--- config.mk ---
export PLATFORM = sky130hd
export DESIGN_NAME = alignment_collector_flat
export DESIGN_NICKNAME = d
export VERILOG_FILES = /design/src/rtl/alignment_collector_pkg.sv /design/src/rtl/alignment_collector_if.sv /design/src/rtl/alignment_collector_pair_stack.sv /design/src/rtl/alignment_collector.sv /design/src/flat_wrapper.sv
export SDC_FILE = /design/constraint.sdc
export NUM_CORES = 1
export LEC_CHECK = 0
export BUFFER_PORTS_ARGS = -buffer_cell sky130_fd_sc_hd__buf_2
export CAP_MARGIN = 30
export CORE_MARGIN = 3
export CORE_UTILIZATION = 50
export DETAILED_ROUTE_END_ITERATION = 12
export PLACE_DENSITY = 0.71
export SLEW_MARGIN = 20
export SYNTH_ARGS = -nofsm -noshare
export SYNTH_HDL_FRONTEND = slang
export SYNTH_SLANG_ARGS = --single-unit
--- constraint.sdc ---
create_clock -name clk -period 2.9 [get_ports clk]
set_input_delay 0.145 -clock clk [delete_from_list [all_inputs] [get_ports clk]]
set_output_delay 0.145 -clock clk [all_outputs]
set_load 0.01 [all_outputs]
--- src/rtl/alignment_collector_pkg.sv ---
// Shared types and base codes for the traceback alignment collector.
// Base encoding follows the traceback unit: 3'b100 marks a gap, 3'b111 the null base.
package aln_pkg;

    localparam logic [2:0] BASE_GAP  = 3'b100;
    localparam logic [2:0] BASE_NULL = 3'b111;

    typedef enum logic [1:0] {
        IDLE,
        COLLECT,
        DRAIN,
        DONE
    } state_e;

    typedef struct packed {
        logic [2:0] r;
        logic [2:0] q;
    } pair_t;

    function automatic logic is_null(pair_t p);
        return (p.r == BASE_NULL) && (p.q == BASE_NULL);
    endfunction

    function automatic logic is_gap(pair_t p);
        return (p.r == BASE_GAP) || (p.q == BASE_GAP);
    endfunction

endpackage

--- src/rtl/alignment_collector_if.sv ---
// Forward-order pair stream from the collector to the result stage.
interface alignment_collector_if;

    logic       out_valid;
    logic       out_ready;
    logic [2:0] out_r;
    logic [2:0] out_q;
    logic       out_last;

    modport master (
        output out_valid,
        output out_r,
        output out_q,
        output out_last,
        input  out_ready
    );

    modport slave (
        input  out_valid,
        input  out_r,
        input  out_q,
        input  out_last,
        output out_ready
    );

endinterface

--- src/rtl/alignment_collector_pair_stack.sv ---
// Register-array LIFO; top is read combinationally from the entry below the pointer.
module pair_stack #(
    parameter int unsigned DEPTH = 16,
    parameter int unsigned W     = 6,
    localparam int unsigned CntW = $clog2(DEPTH + 1),
    localparam int unsigned IdxW = (DEPTH > 1) ? $clog2(DEPTH) : 1
) (
    input  logic            clk,
    input  logic            rst,
    input  logic            push,
    input  logic            pop,
    input  logic            clear,
    input  logic [W-1:0]    din,
    output logic [W-1:0]    top,
    output logic [CntW-1:0] count,
    output logic            full,
    output logic            empty
);

    logic [W-1:0]    mem_q [DEPTH];
    logic [CntW-1:0] count_q;
    logic [IdxW-1:0] wr_idx;
    logic [IdxW-1:0] rd_idx;
    logic            do_push;

    assign full    = (count_q == CntW'(DEPTH));
    assign empty   = (count_q == '0);
    assign do_push = push && !full && !clear && !rst;
    assign wr_idx  = IdxW'(count_q);
    assign rd_idx  = IdxW'(count_q - CntW'(1));
    assign top     = mem_q[rd_idx];
    assign count   = count_q;

    always_ff @(posedge clk) begin
        if (rst || clear) begin
            count_q <= '0;
        end else if (do_push) begin
            count_q <= count_q + CntW'(1);
        end else if (pop && !empty) begin
            count_q <= count_q - CntW'(1);
        end
    end

    // Storage needs no reset: entries are only read below the pointer.
    always_ff @(posedge clk) begin
        if (do_push) begin
            mem_q[wr_idx] <= din;
        end
    end

endmodule

--- src/rtl/alignment_collector.sv ---
// Stacks traceback pairs (emitted end-to-start), replays them in forward order over a
// valid/ready stream, and keeps match/mismatch/gap statistics for the result stage.
module alignment_collector
    import aln_pkg::*;
#(
    parameter int unsigned L     = 8,
    parameter int unsigned DEPTH = 2 * L,
    parameter int unsigned CW    = $clog2(DEPTH + 1)
) (
    input  logic                         clk,
    input  logic                         rst,
    input  logic                         start_traceback,
    input  logic [2:0]                   tb_r,
    input  logic [2:0]                   tb_q,
    input  logic                         tb_finish,
    alignment_collector_if.master        out_if,
    output logic                         done,
    output logic [CW-1:0]                aln_len,
    output logic [CW-1:0]                match_cnt,
    output logic [CW-1:0]                mismatch_cnt,
    output logic [CW-1:0]                gap_cnt,
    output logic                         overflow
);

    state_e          state_q, state_d;
    pair_t           in_pair;
    pair_t           top_pair;
    logic [CW-1:0]   stk_count;
    logic            stk_full, stk_empty;
    logic            push, pop, clear, clr_stats, set_ovf;
    logic            drain_act;

    logic [CW-1:0]   aln_len_q, match_q, mismatch_q, gap_q;
    logic            overflow_q;

    assign in_pair = '{r: tb_r, q: tb_q};

    pair_stack #(
        .DEPTH (DEPTH),
        .W     (6)
    ) u_stack (
        .clk   (clk),
        .rst   (rst),
        .push  (push),
        .pop   (pop),
        .clear (clear),
        .din   (in_pair),
        .top   (top_pair),
        .count (stk_count),
        .full  (stk_full),
        .empty (stk_empty)
    );

    always_ff @(posedge clk) begin
        if (rst) begin
            state_q <= IDLE;
        end else begin
            state_q <= state_d;
        end
    end

    always_comb begin
        state_d   = state_q;
        push      = 1'b0;
        pop       = 1'b0;
        clear     = 1'b0;
        clr_stats = 1'b0;
        set_ovf   = 1'b0;
        unique case (state_q)
            IDLE: begin
                if (start_traceback) begin
                    state_d   = COLLECT;
                    clear     = 1'b1;
                    clr_stats = 1'b1;
                end
            end
            COLLECT: begin
                if (!start_traceback) begin
                    state_d = IDLE;
                    clear   = 1'b1;
                end else begin
                    if (!is_null(in_pair)) begin
                        if (!stk_full) push    = 1'b1;
                        else           set_ovf = 1'b1;
                    end
                    if (tb_finish) state_d = DRAIN;
                end
            end
            // Drain ignores start_traceback; only reset can cut it short.
            DRAIN: begin
                if (stk_empty) begin
                    state_d = DONE;
                end else if (out_if.out_ready) begin
                    pop = 1'b1;
                    if (stk_count == CW'(1)) state_d = DONE;
                end
            end
            DONE: begin
                if (!start_traceback) state_d = IDLE;
            end
            default: state_d = IDLE;
        endcase
    end

    assign drain_act        = (state_q == DRAIN) && !stk_empty;
    assign out_if.out_valid = drain_act;
    assign out_if.out_r     = drain_act ? top_pair.r : BASE_NULL;
    assign out_if.out_q     = drain_act ? top_pair.q : BASE_NULL;
    assign out_if.out_last  = drain_act && (stk_count == CW'(1));
    assign done             = (state_q == DONE);

    // Statistics survive an abort; they are cleared only when a new session starts.
    always_ff @(posedge clk) begin
        if (rst || clr_stats) begin
            aln_len_q  <= '0;
            match_q    <= '0;
            mismatch_q <= '0;
            gap_q      <= '0;
            overflow_q <= 1'b0;
        end else begin
            if (push) begin
                aln_len_q <= aln_len_q + CW'(1);
                if (is_gap(in_pair))          gap_q      <= gap_q + CW'(1);
                else if (in_pair.r == in_pair.q) match_q <= match_q + CW'(1);
                else                          mismatch_q <= mismatch_q + CW'(1);
            end
            if (set_ovf) overflow_q <= 1'b1;
        end
    end

    assign aln_len      = aln_len_q;
    assign match_cnt    = match_q;
    assign mismatch_cnt = mismatch_q;
    assign gap_cnt      = gap_q;
    assign overflow     = overflow_q;

endmodule

--- src/flat_wrapper.sv ---
// flat-port wrapper written by rule: the top's interface ports become plain ports
module alignment_collector_flat import aln_pkg::*;
#(
    parameter int unsigned L     = 8,
    parameter int unsigned DEPTH = 2 * L,
    parameter int unsigned CW    = $clog2(DEPTH + 1)
)
  (clk, rst, start_traceback, tb_r, tb_q, tb_finish, done, aln_len, match_cnt, mismatch_cnt, gap_cnt, overflow, out_if_out_valid, out_if_out_r, out_if_out_q, out_if_out_last, out_if_out_ready);
  alignment_collector_if out_if_i ();
  input  logic clk;
  input  logic rst;
  input  logic start_traceback;
  input  logic [2:0] tb_r;
  input  logic [2:0] tb_q;
  input  logic tb_finish;
  output logic done;
  output logic [CW-1:0] aln_len;
  output logic [CW-1:0] match_cnt;
  output logic [CW-1:0] mismatch_cnt;
  output logic [CW-1:0] gap_cnt;
  output logic overflow;
  output wire logic [$bits(out_if_i.out_valid)-1:0] out_if_out_valid;
  output wire logic [$bits(out_if_i.out_r)-1:0] out_if_out_r;
  output wire logic [$bits(out_if_i.out_q)-1:0] out_if_out_q;
  output wire logic [$bits(out_if_i.out_last)-1:0] out_if_out_last;
  input wire logic [$bits(out_if_i.out_ready)-1:0] out_if_out_ready;
  assign out_if_out_valid = out_if_i.out_valid;
  assign out_if_out_r = out_if_i.out_r;
  assign out_if_out_q = out_if_i.out_q;
  assign out_if_out_last = out_if_i.out_last;
  assign out_if_i.out_ready = out_if_out_ready;
  alignment_collector #(.L(L), .DEPTH(DEPTH), .CW(CW)) u_core (.clk(clk), .rst(rst), .start_traceback(start_traceback), .tb_r(tb_r), .tb_q(tb_q), .tb_finish(tb_finish), .out_if(out_if_i), .done(done), .aln_len(aln_len), .match_cnt(match_cnt), .mismatch_cnt(mismatch_cnt), .gap_cnt(gap_cnt), .overflow(overflow));
endmodule
==> results of run 1 <==
## worst max-delay path: stages (launching register included)
cell and delay [ps]:
dfxtp_2 320, buf_4 460, mux4_2 620, mux2_2 300, nand2_1 70, nand3_1 90, buf_2 170
## registers in the layout, indices dropped and copies added, names as in the netlist, named ones only
register and count:
u_core.gap_cnt 5, u_core.aln_len 5, u_core.mismatch_cnt 5, u_core.u_stack.count 5, u_core.state_q 1, u_core.overflow 1, u_core.match_cnt 5, u_core.u_stack.mem_q 96
## per-layer routing
layer | global-route usage (%) | wire, µm
met1 | 26.04 | 4600
met2 | 35.04 | 5791
met3 | 6.209 | 734
met4 | 8.296 | 174
met5 | 0 | 0
## timing repair
action                     4_1_cts  5_1_grt
resized for setup                1        3
setup endpoints to repair        2        6
hold endpoints to repair         2        0
gates cloned                     0        0
hold buffers                     4        0
## path summary, 6_finish.rpt
| check | slack, ps | depth (start not counted) | to | from |
|---|---|---|---|---|
| hold / removal | 50 | 1 | u_core.u_stack.mem_q[6][2] | tb_q[2] |
| setup / recovery | 200 | 6 | out_if_out_r[1] | u_core.u_stack.count[0] |
| hold reg to reg | 490 | 2 | u_core.overflow | u_core.overflow |
| setup reg to reg | 310 | 6 | u_core.state_q[0] | u_core.u_stack.count[0] |
## cells by family (layout without fill, tap and decap cells)
group           count (synthesis)  count (layout)  synth area share (%)
flops                         124             124                 66.07
simple gates                  110             110                 10.28
compound gates                 40              40                 4.730
mux                            30              30                 11.67
xor+xnor                       21              21                 3.529
buf+inv                        20              99                 1.561
fa+ha+maj                       9               9                 2.161
## metrics by stage
stage                     cells  worst slack [ps]  power, mW  cell area [µm²]
after CTS                   566             37.83      4.361             6337
final                       566             199.3      4.335             6347
after detailed placement    530             346.0      2.090             5649
after global routing        566             28.91      4.457             6347
after global placement      530             483.0      2.087             5649
after floorplan             354            -119.6      2.028             5216
## layout make-up
class	instances	area, µm²	share of cell area, %
Clock buffer	18	427.9	6.742
Timing Repair Buffer	60	372.9	5.874
Inverter	7	26.28	0.4140
Clock inverter	14	216.5	3.410
Multi-Input combinational cell	210	1692	26.65
Tap cell	133	166.4	2.622
Sequential cell	124	3446	54.29
## synthesized netlist by cell type, types with 2 or more instances
master    instances  share of area [%]
nor2_1           37                2.7
nand2b_1          3               0.36
inv_1             7               0.50
nor3_1            9               0.86
xor2_1           10                1.7
nand4_1           2               0.24
a32oi_1           3               0.50
or3_1             4               0.48
xnor2_1          11                1.8
a21oi_1          13                1.2
and3_1            2               0.24
nand2_1          19                1.4
o21ai_0          10               0.96
nor4_1            3               0.36
mux2_2            6                1.3
and2_1            4               0.48
edfxtp_1         96                 55
ha_1              9                2.2
buf_2             5               0.48
clkbuf_1          8               0.58
nand3_1          19                1.8
a22oi_1           7                1.0
mux4_2           24                 10
dfxtp_1          28                 11
## power by group through the flow
stage | sequential (mW) | clock [mW] | combinational (mW)
global route | 1.92 | 2.39 | 0.149
floorplan | 1.96 | 0 | 0.0699
CTS | 1.92 | 2.30 | 0.136
detailed placement | 1.96 | 0 | 0.130
finish | 1.92 | 2.28 | 0.136
global placement | 1.96 | 0 | 0.128
==> flow_summary.yaml, run 1 <==
clock_tree:
  cts.sinks: 124
  htree_num_levels: 4
  cts_setup_buffers: 0
  numCtsBuffers: 17
  cts_tree: "yes"
  worstSkewPairLatency_ps: 520
  clockRootBuffer: "clkbuf_8"
  clk_path_buf_depth: 2
  clk_pin_slew_ps: 60
critical_path:
  startpoint_type: "flop"
  end_kind: "output pin"
  worstPathArrival_ps: 2560
  critPathRequiredTime_ps: 2760
  crit_type: "flop to output pin"
  path_max_fanout: 28
drt:
  vias: 3264
  drt-pass1-iter-count: 4
  drtAntennaViolNets: 0
  routed_wl_um: 11300
  drtIter0Drc: 293
  wl_per_cell_um: 19.97
  via_per_inst: 5.767
  drc: 0
cells_and_area:
  area_delta_synth_final_pct: 21.80
  final_cell_mix: "96 x edfxtp_1, 40 x buf_2, 37 x nor2_1"
  layout.nets: 440
  nFillCells: 730
  final_common_cell: "edfxtp_1"
  drive_above_1_share_pct: 28.64
  diodes: 0
  finish.utilization_pct: 63.76
synth:
  syn_avg_cell_area_um2: 14.72
  synth_cells: 354
  async_flop_share_pct: 0
  synth_flop_cell: "edfxtp_1"
  synth_edf_count: 96
  ys_ff_latch: 124
  synthDistinctLibCells: 39
  syn-num-nets: 374
  ys_warn_count: 0
  synth_seq_area_share_pct: 66.07
  synth_area_um2: 5211
floorplan:
  die_h_um: 108.1
  die_width_um: 108.1
  initial_core_util_pct: 52.35
  fp-row-count: 36
  io_pins: 41
  core_um2: 9955
  dieArea_um2: 11680
power_and_ir_drop:
  total_leakage_power_nw: 2.171
  p_comb_share_pct: 3.1
  internal_power_mw: 3.472
  seq_power_share_pct: 44.4
  switchingPower_mw: 0.8630
  ir_worst_vdd_uv: 321.1
  sw_frac_of_total_pct: 19.91
  power_frac_clock_pct: 52.5
  powerDensity_nw_per_um2: 682.9
sta:
  hold_ws_ps: 54.71
  slew_headroom_pct: 52.00
  layout_min_cycle_time_ps: 2701
  drv_slew: 0
  hold_viol_final: 0
  max_slew.worst_pin.slew_ps: 712.4
  setup_viol: 0
  fmax_mhz: 370.3
  skew_ps: 7.837
  rsz0062_at_grt: "false"
  min_period_over_period_pct: 93.13
  finalSetupTns_ps: 0
placed_design:
  numPortBuffers: 40
  gp_congestion: 0.8251
  dp_hpwl_um: 7253
global_routing:
  grt_pass1_wl_um: 17890
  gr-total-overflow: 0
  grt_start_max_net_pins: 29
  grt_pass1_vias: 3373
  grt_usage_pct: 21.06
  antenna_found_initial: 0
outcome:
  status: "finished clean"
worst_hold_path:
  hold_path.class: "input port to flop"
job:
  cap_violations: 0
No activity file was read; power rests on OpenSTA's default activity.
==> run 2, diff against run 1 <==
--- a/config.mk
+++ b/config.mk
@@ -5,12 +5,15 @@
 export SDC_FILE = /design/constraint.sdc
 export NUM_CORES = 1
 export LEC_CHECK = 0
+export ABC_AREA = 1
 export BUFFER_PORTS_ARGS = -buffer_cell sky130_fd_sc_hd__buf_2
 export CAP_MARGIN = 30
 export CORE_MARGIN = 3
 export CORE_UTILIZATION = 50
+export CTS_BUF_LIST = sky130_fd_sc_hd__clkbuf_4 sky130_fd_sc_hd__clkbuf_8
 export DETAILED_ROUTE_END_ITERATION = 12
 export PLACE_DENSITY = 0.71
+export SETUP_SLACK_MARGIN = 0.2
 export SLEW_MARGIN = 20
 export SYNTH_ARGS = -nofsm -noshare
 export SYNTH_HDL_FRONTEND = slang
==> flow_summary.yaml, run 2 <==
job:
  cap_violations: 0
worst_hold_path:
  hold_depth: 4
  hold-path-endpoint: "u_core.state_q[0]"
  worstHoldStart: "tb_finish"
  hold_path.class: "input port to flop"
critical_path:
  r2r_start: "u_core.u_stack.count[0]"
  critPathMaxStageDelay_ps: 380
  path_max_fanout: 42
  cp_common_cell: "o21ai_0"
  end_kind: "output pin"
  cp_cell_sequence: "inv_1, ha_1, buf_8, nor2_1, o21ai_0, o21ai_0, o211ai_1, nand3_1, buf_2"
  critPathTopFamily: "buffers and inverters"
  reg2reg_depth: 7
  worstPathArrival_ps: 2370
  critPathRequiredTime_ps: 2760
  crit_slowest_cell: "dfxtp_1"
  regToRegEndpoint: "u_core.u_stack.mem_q[3][2]"
  startpoint_type: "flop"
  reg2reg_slack_ps: 600
  crit_type: "flop to output pin"
  critPathBufInv: 3
placed_design:
  numPortBuffers: 40
  gp_congestion: 0.9247
  dp_hpwl_um: 8273
  place_area_um2: 5963
synth:
  yosys-top-cells-count: "120 x nor2_1, 96 x edfxtp_1, 61 x nand2_1"
  synth.most_common_cell: "nor2_1"
  syn-num-nets: 567
  synth_edf_count: 96
  synth_area_leader_cell: "edfxtp_1"
  synth_seq_area_share_pct: 60.80
  async_flop_share_pct: 0
  synthDistinctLibCells: 37
  syn_avg_cell_area_um2: 10.35
  synth_cells: 547
  synth_area_leaders: "edfxtp_1 51%, dfxtp_1 9.9%, nor2_1 8.0%"
  synth_flop_cell: "edfxtp_1"
  ys_ff_latch: 124
  ys_warn_count: 0
  synth_top_area_share_pct: 50.91
  synth_area_um2: 5663
cells_and_area:
  area_delta_synth_final_pct: 13.46
  final_common_cell: "nor2_1"
  diodes: 0
  nFillCells: 872
  layout.nets: 613
  finish.utilization_pct: 58.75
  final_cell_mix: "120 x nor2_1, 96 x edfxtp_1, 61 x nand2_1"
  regMostFlops: "u_core.u_stack.mem_q"
  largest_reg_flops: 96
  final_area_um2: 6425
  drive_above_1_share_pct: 18.32
global_routing:
  antenna_found_initial: 0
  gr-total-overflow: 0
  grt_start_max_net_pins: 53
  grt_pass1_vias: 3885
  grt_pass1_wl_um: 20280
  grt_usage_pct: 20.98
floorplan:
  dieArea_um2: 12640
  io_pins: 41
  die_width_um: 112.4
  initial_core_util_pct: 51.78
  fp-row-count: 38
  core_um2: 10940
  die_h_um: 112.4
power_and_ir_drop:
  internal_power_mw: 2.789
  seq_power_share_pct: 52.7
  ir_worst_vdd_uv: 304.1
  sw_frac_of_total_pct: 24.19
  total_leakage_power_nw: 2.359
  switchingPower_mw: 0.8900
  power_frac_clock_pct: 40.0
  powerDensity_nw_per_um2: 572.7
  p_comb_share_pct: 7.4
sta:
  skew_ps: 7.683
  max_slew.worst_pin.slew_ps: 714.0
  drv_slew: 0
  min_period_over_period_pct: 86.87
  finalSetupTns_ps: 0
  hold_viol_final: 0
  layout_min_cycle_time_ps: 2519
  setup_viol: 0
  fmax_mhz: 397.0
  rsz0062_at_grt: "false"
  slew_headroom_pct: 52.22
clock_tree:
  cts_tree: "yes"
  worstSkewPairLatency_ps: 430
  cts.sinks: 124
  clk_path_buf_depth: 2
  numCtsBuffers: 17
  clk_pin_slew_ps: 70
  clockRootBuffer: "clkbuf_8"
  htree_num_levels: 4
drt:
  routed_wl_um: 12760
  drt-pass1-iter-count: 5
  drtIter0Drc: 426
  drc: 0
  drtAntennaViolNets: 0
  wl_per_cell_um: 17.10
  vias: 4136
  via_per_inst: 5.544
outcome:
  status: "finished clean"
[run 2: worst max path at each step]
stage / start / endpoint / slack (ps) / cells past startpoint
after global routing: u_core.u_stack.count[1] / out_if_out_r[0] / 210 / 9
after detailed placement: u_core.u_stack.count[0] / u_core.u_stack.mem_q[10][2] / 590 / 7
after global placement: u_core.u_stack.count[0] / u_core.u_stack.mem_q[10][2] / 650 / 7
after floorplan: u_core.u_stack.count[0] / u_core.u_stack.mem_q[0][0] / 760 / 9
final: u_core.u_stack.count[1] / out_if_out_q[0] / 380 / 9
after CTS: u_core.u_stack.count[0] / out_if_out_q[0] / 230 / 9
[run 2: final cells by class]
class	count	area, µm²	area share [%]
clock buffer	19	249.0	3.875
clock inverter	13	146.4	2.278
inverter	31	125.1	1.947
multi-input combinational	370	2007	31.24
sequential	124	3445	53.61
tap	140	175.2	2.726
timing repair buffer	49	277.8	4.323
[run 2: layer usage]
layer  wire length (µm)  track usage, %  vias up
li1                   -               -     1991
met1               5445           27.18     1963
met2               6178           34.29      158
met3                805           4.690       24
met4                331           8.734        0
met5                  0               0        -
[run 2: tightest hold or removal path: cells and delay by family]
family / cells / cell delay (ps)
and+or+nand+nor: 2 / 150
buffers and inverters: 1 / 80
AOI/OAI and AO/OA: 1 / 70
[run 2: cells by family after synthesis]
group           Yosys count  synth area share [%]
compound gates          109                 10.76
xor+xnor                 16                 3.137
fa+ha+maj                 9                 1.989
buf+inv                  54                 4.286
flops                   124                 60.80
simple gates            235                 19.02
[run 2: what timing repair did]
item,in CTS,in global routing
endpoints found under the setup margin,1,6
hold buffers,1,0
gates resized for setup,0,8
pin swaps,0,0
setup buffers,0,2
gates cloned,1,0
endpoints found under the hold margin,2,0
[run 2: per-stage QoR]
step	total power, mW	cells	hold WS, ps	setup slack (ps)
after floorplan	2.153	547	214.1	763.5
after global placement	2.233	710	339.1	653.1
after detailed placement	2.237	710	339.2	587.6
after CTS	3.698	744	33.62	226.8
after global routing	3.830	746	59.36	211.8
final	3.679	746	63.95	380.9
[run 2: power by group through the flow]
stage / registers [mW] / clock network [mW] / logic (mW)
floorplan: 1.97 / 0 / 0.184
global placement: 1.97 / 0 / 0.258
detailed placement: 1.98 / 0 / 0.261
CTS: 1.94 / 1.50 / 0.265
global route: 1.94 / 1.59 / 0.301
finish: 1.94 / 1.47 / 0.271
==> run 3, diff against run 2 <==
--- a/config.mk
+++ b/config.mk
@@ -9,10 +9,9 @@
 export BUFFER_PORTS_ARGS = -buffer_cell sky130_fd_sc_hd__buf_2
 export CAP_MARGIN = 30
 export CORE_MARGIN = 3
-export CORE_UTILIZATION = 50
+export CORE_UTILIZATION = 40
 export CTS_BUF_LIST = sky130_fd_sc_hd__clkbuf_4 sky130_fd_sc_hd__clkbuf_8
 export DETAILED_ROUTE_END_ITERATION = 12
-export PLACE_DENSITY = 0.71
 export SETUP_SLACK_MARGIN = 0.2
 export SLEW_MARGIN = 20
 export SYNTH_ARGS = -nofsm -noshare
==> constraint.sdc (replaced) <==
create_clock -name clk -period 3.1 [get_ports clk]
set_input_delay 0.155 -clock clk [delete_from_list [all_inputs] [get_ports clk]]
set_output_delay 0.155 -clock clk [all_outputs]
set_load 0.01 [all_outputs]
==> flow_summary.yaml, run 3 (synthesis gave the netlist of run 2 again) <==
outcome:
  status: "finished clean"
sta:
  setup_viol: 0
  hold_viol_final: 0
  min_period_over_period_pct: 85.43
  rsz0062_at_grt: "false"
  skew_ps: 13.56
  drv_slew: 0
  layout_min_cycle_time_ps: 2648
  max_slew.worst_pin.slew_ps: 630.1
  finalSetupTns_ps: 0
  slew_headroom_pct: 57.84
  hold_ws_ps: 58.28
  fmax_mhz: 377.6
critical_path:
  crit_slowest_cell: "xor2_2"
  cp_cell_sequence: "inv_2, buf_4, ha_1, xor2_2, o211ai_1, nand3_1, buf_2"
  critPathMaxStageDelay_ps: 510
  critPathTopFamily: "XOR/XNOR gates"
  crit_type: "flop to output pin"
  worstPathArrival_ps: 2490
  critPathBufInv: 3
  critPathRequiredTime_ps: 2940
  startpoint_type: "flop"
  path_max_fanout: 27
  end_kind: "output pin"
floorplan:
  dieArea_um2: 15620
  fp-row-count: 42
  die_width_um: 125.0
  core_um2: 13560
  io_pins: 41
  die_h_um: 125.0
  initial_core_util_pct: 41.77
drt:
  drt-pass1-iter-count: 5
  drc: 0
  routed_wl_um: 12700
  wl_per_cell_um: 16.24
  drtIter0Drc: 331
  drtAntennaViolNets: 0
  vias: 4081
  via_per_inst: 5.219
clock_tree:
  cts-resized-gates: 0
  clk_path_buf_depth: 2
  numCtsBuffers: 17
  htree_num_levels: 4
  cts_tree: "yes"
  cts.sinks: 124
  worstSkewPairLatency_ps: 440
  clk_pin_slew_ps: 80
  clockRootBuffer: "clkbuf_8"
global_routing:
  gr-total-overflow: 0
  grt_usage_pct: 16.47
  grt_start_max_net_pins: 53
  grt_pass1_wl_um: 20160
  antenna_found_initial: 0
  grt_pass1_vias: 3857
cells_and_area:
  largest_reg_flops: 96
  layout.nets: 613
  drive_above_1_share_pct: 18.15
  regMostFlops: "u_core.u_stack.mem_q"
  multi_input_area_um2: 1993
  area_delta_synth_final_pct: 14.12
  nFillCells: 1246
  diodes: 0
  final-seq-area_um2: 3443
  final_cell_mix: "120 x nor2_1, 96 x edfxtp_1, 61 x nand2_1"
  final_common_cell: "nor2_1"
power_and_ir_drop:
  ir_worst_vdd_uv: 229.8
  total_leakage_power_nw: 2.377
  powerDensity_nw_per_um2: 544.5
job:
  cap_violations: 0
placed_design:
  dp_hpwl_um: 8500
  gp_congestion: 0.8254
  numPortBuffers: 40
worst_hold_path:
  hold_path.class: "input port to flop"
## run 3: cell types whose count changed in the layout (fill, tap and decap cells not counted), moves of 2 or more
cell	previous run	this run
clkinvlp_4	4	0
inv_6	0	6
clkbuf_4	2	0
inv_8	0	2
## run 3: layout make-up
type	count	area share, %
Clock buffer	17	3.621
Clock inverter	15	2.769
Inverter	31	1.897
Multi-Input combinational cell	370	30.84
Sequential cell	124	53.28
Tap cell	176	3.408
Timing Repair Buffer	49	4.182
## run 3: worst paths after layout
path | from | to | slack, ps | cells after the start
max reg2reg | u_core.u_stack.count[1] | u_core.u_stack.mem_q[4][4] | 760 | 7
min reg2reg | u_core.match_cnt[4] | u_core.match_cnt[4] | 490 | 2
min | tb_finish | u_core.state_q[0] | 60 | 4
max | u_core.u_stack.count[0] | out_if_out_r[0] | 450 | 7
## run 3: where the power goes
part           switching, mW  internal (mW)  leakage (nW)
sequential            0.0132           1.80          1.09
combinational          0.175         0.0755          1.08
clock                  0.713          0.745         0.210
## run 3: stage by stage
step           area (µm²)  power, mW  utilization [%]  cells  setup WS, ps
2_1_floorplan        5663      2.014                -    547         963.5
4_1_cts              6446      3.552            47.55    781         367.8
3_5_place_dp         6023      2.095            44.43    748         771.3
3_3_place_gp         6023      2.090            44.43    748         861.2
6_report             6462      3.519            47.67    782         451.5
5_1_grt              6462      3.663            47.67    782         276.9
## run 3: worst min-delay path, cell delays in order
cell and delay (ps):
buf_2 70, nand2_1 40, nand3_1 100, a21oi_1 80
## run 3: what timing repair did
action	in CTS	in global routing
endpoints found under the hold margin	2	0
setup endpoints to repair	0	2
hold buffers	1	0
setup buffers	0	0
## run 3: per-layer routing
layer	vias to the layer above	part of all wire [%]	GRT usage [%]
li1	1993	-	-
met1	1951	46	22.37
met2	122	47	25.85
met4	0	1.2	5.357
met5	-	0	0
met3	15	5.6	4.478
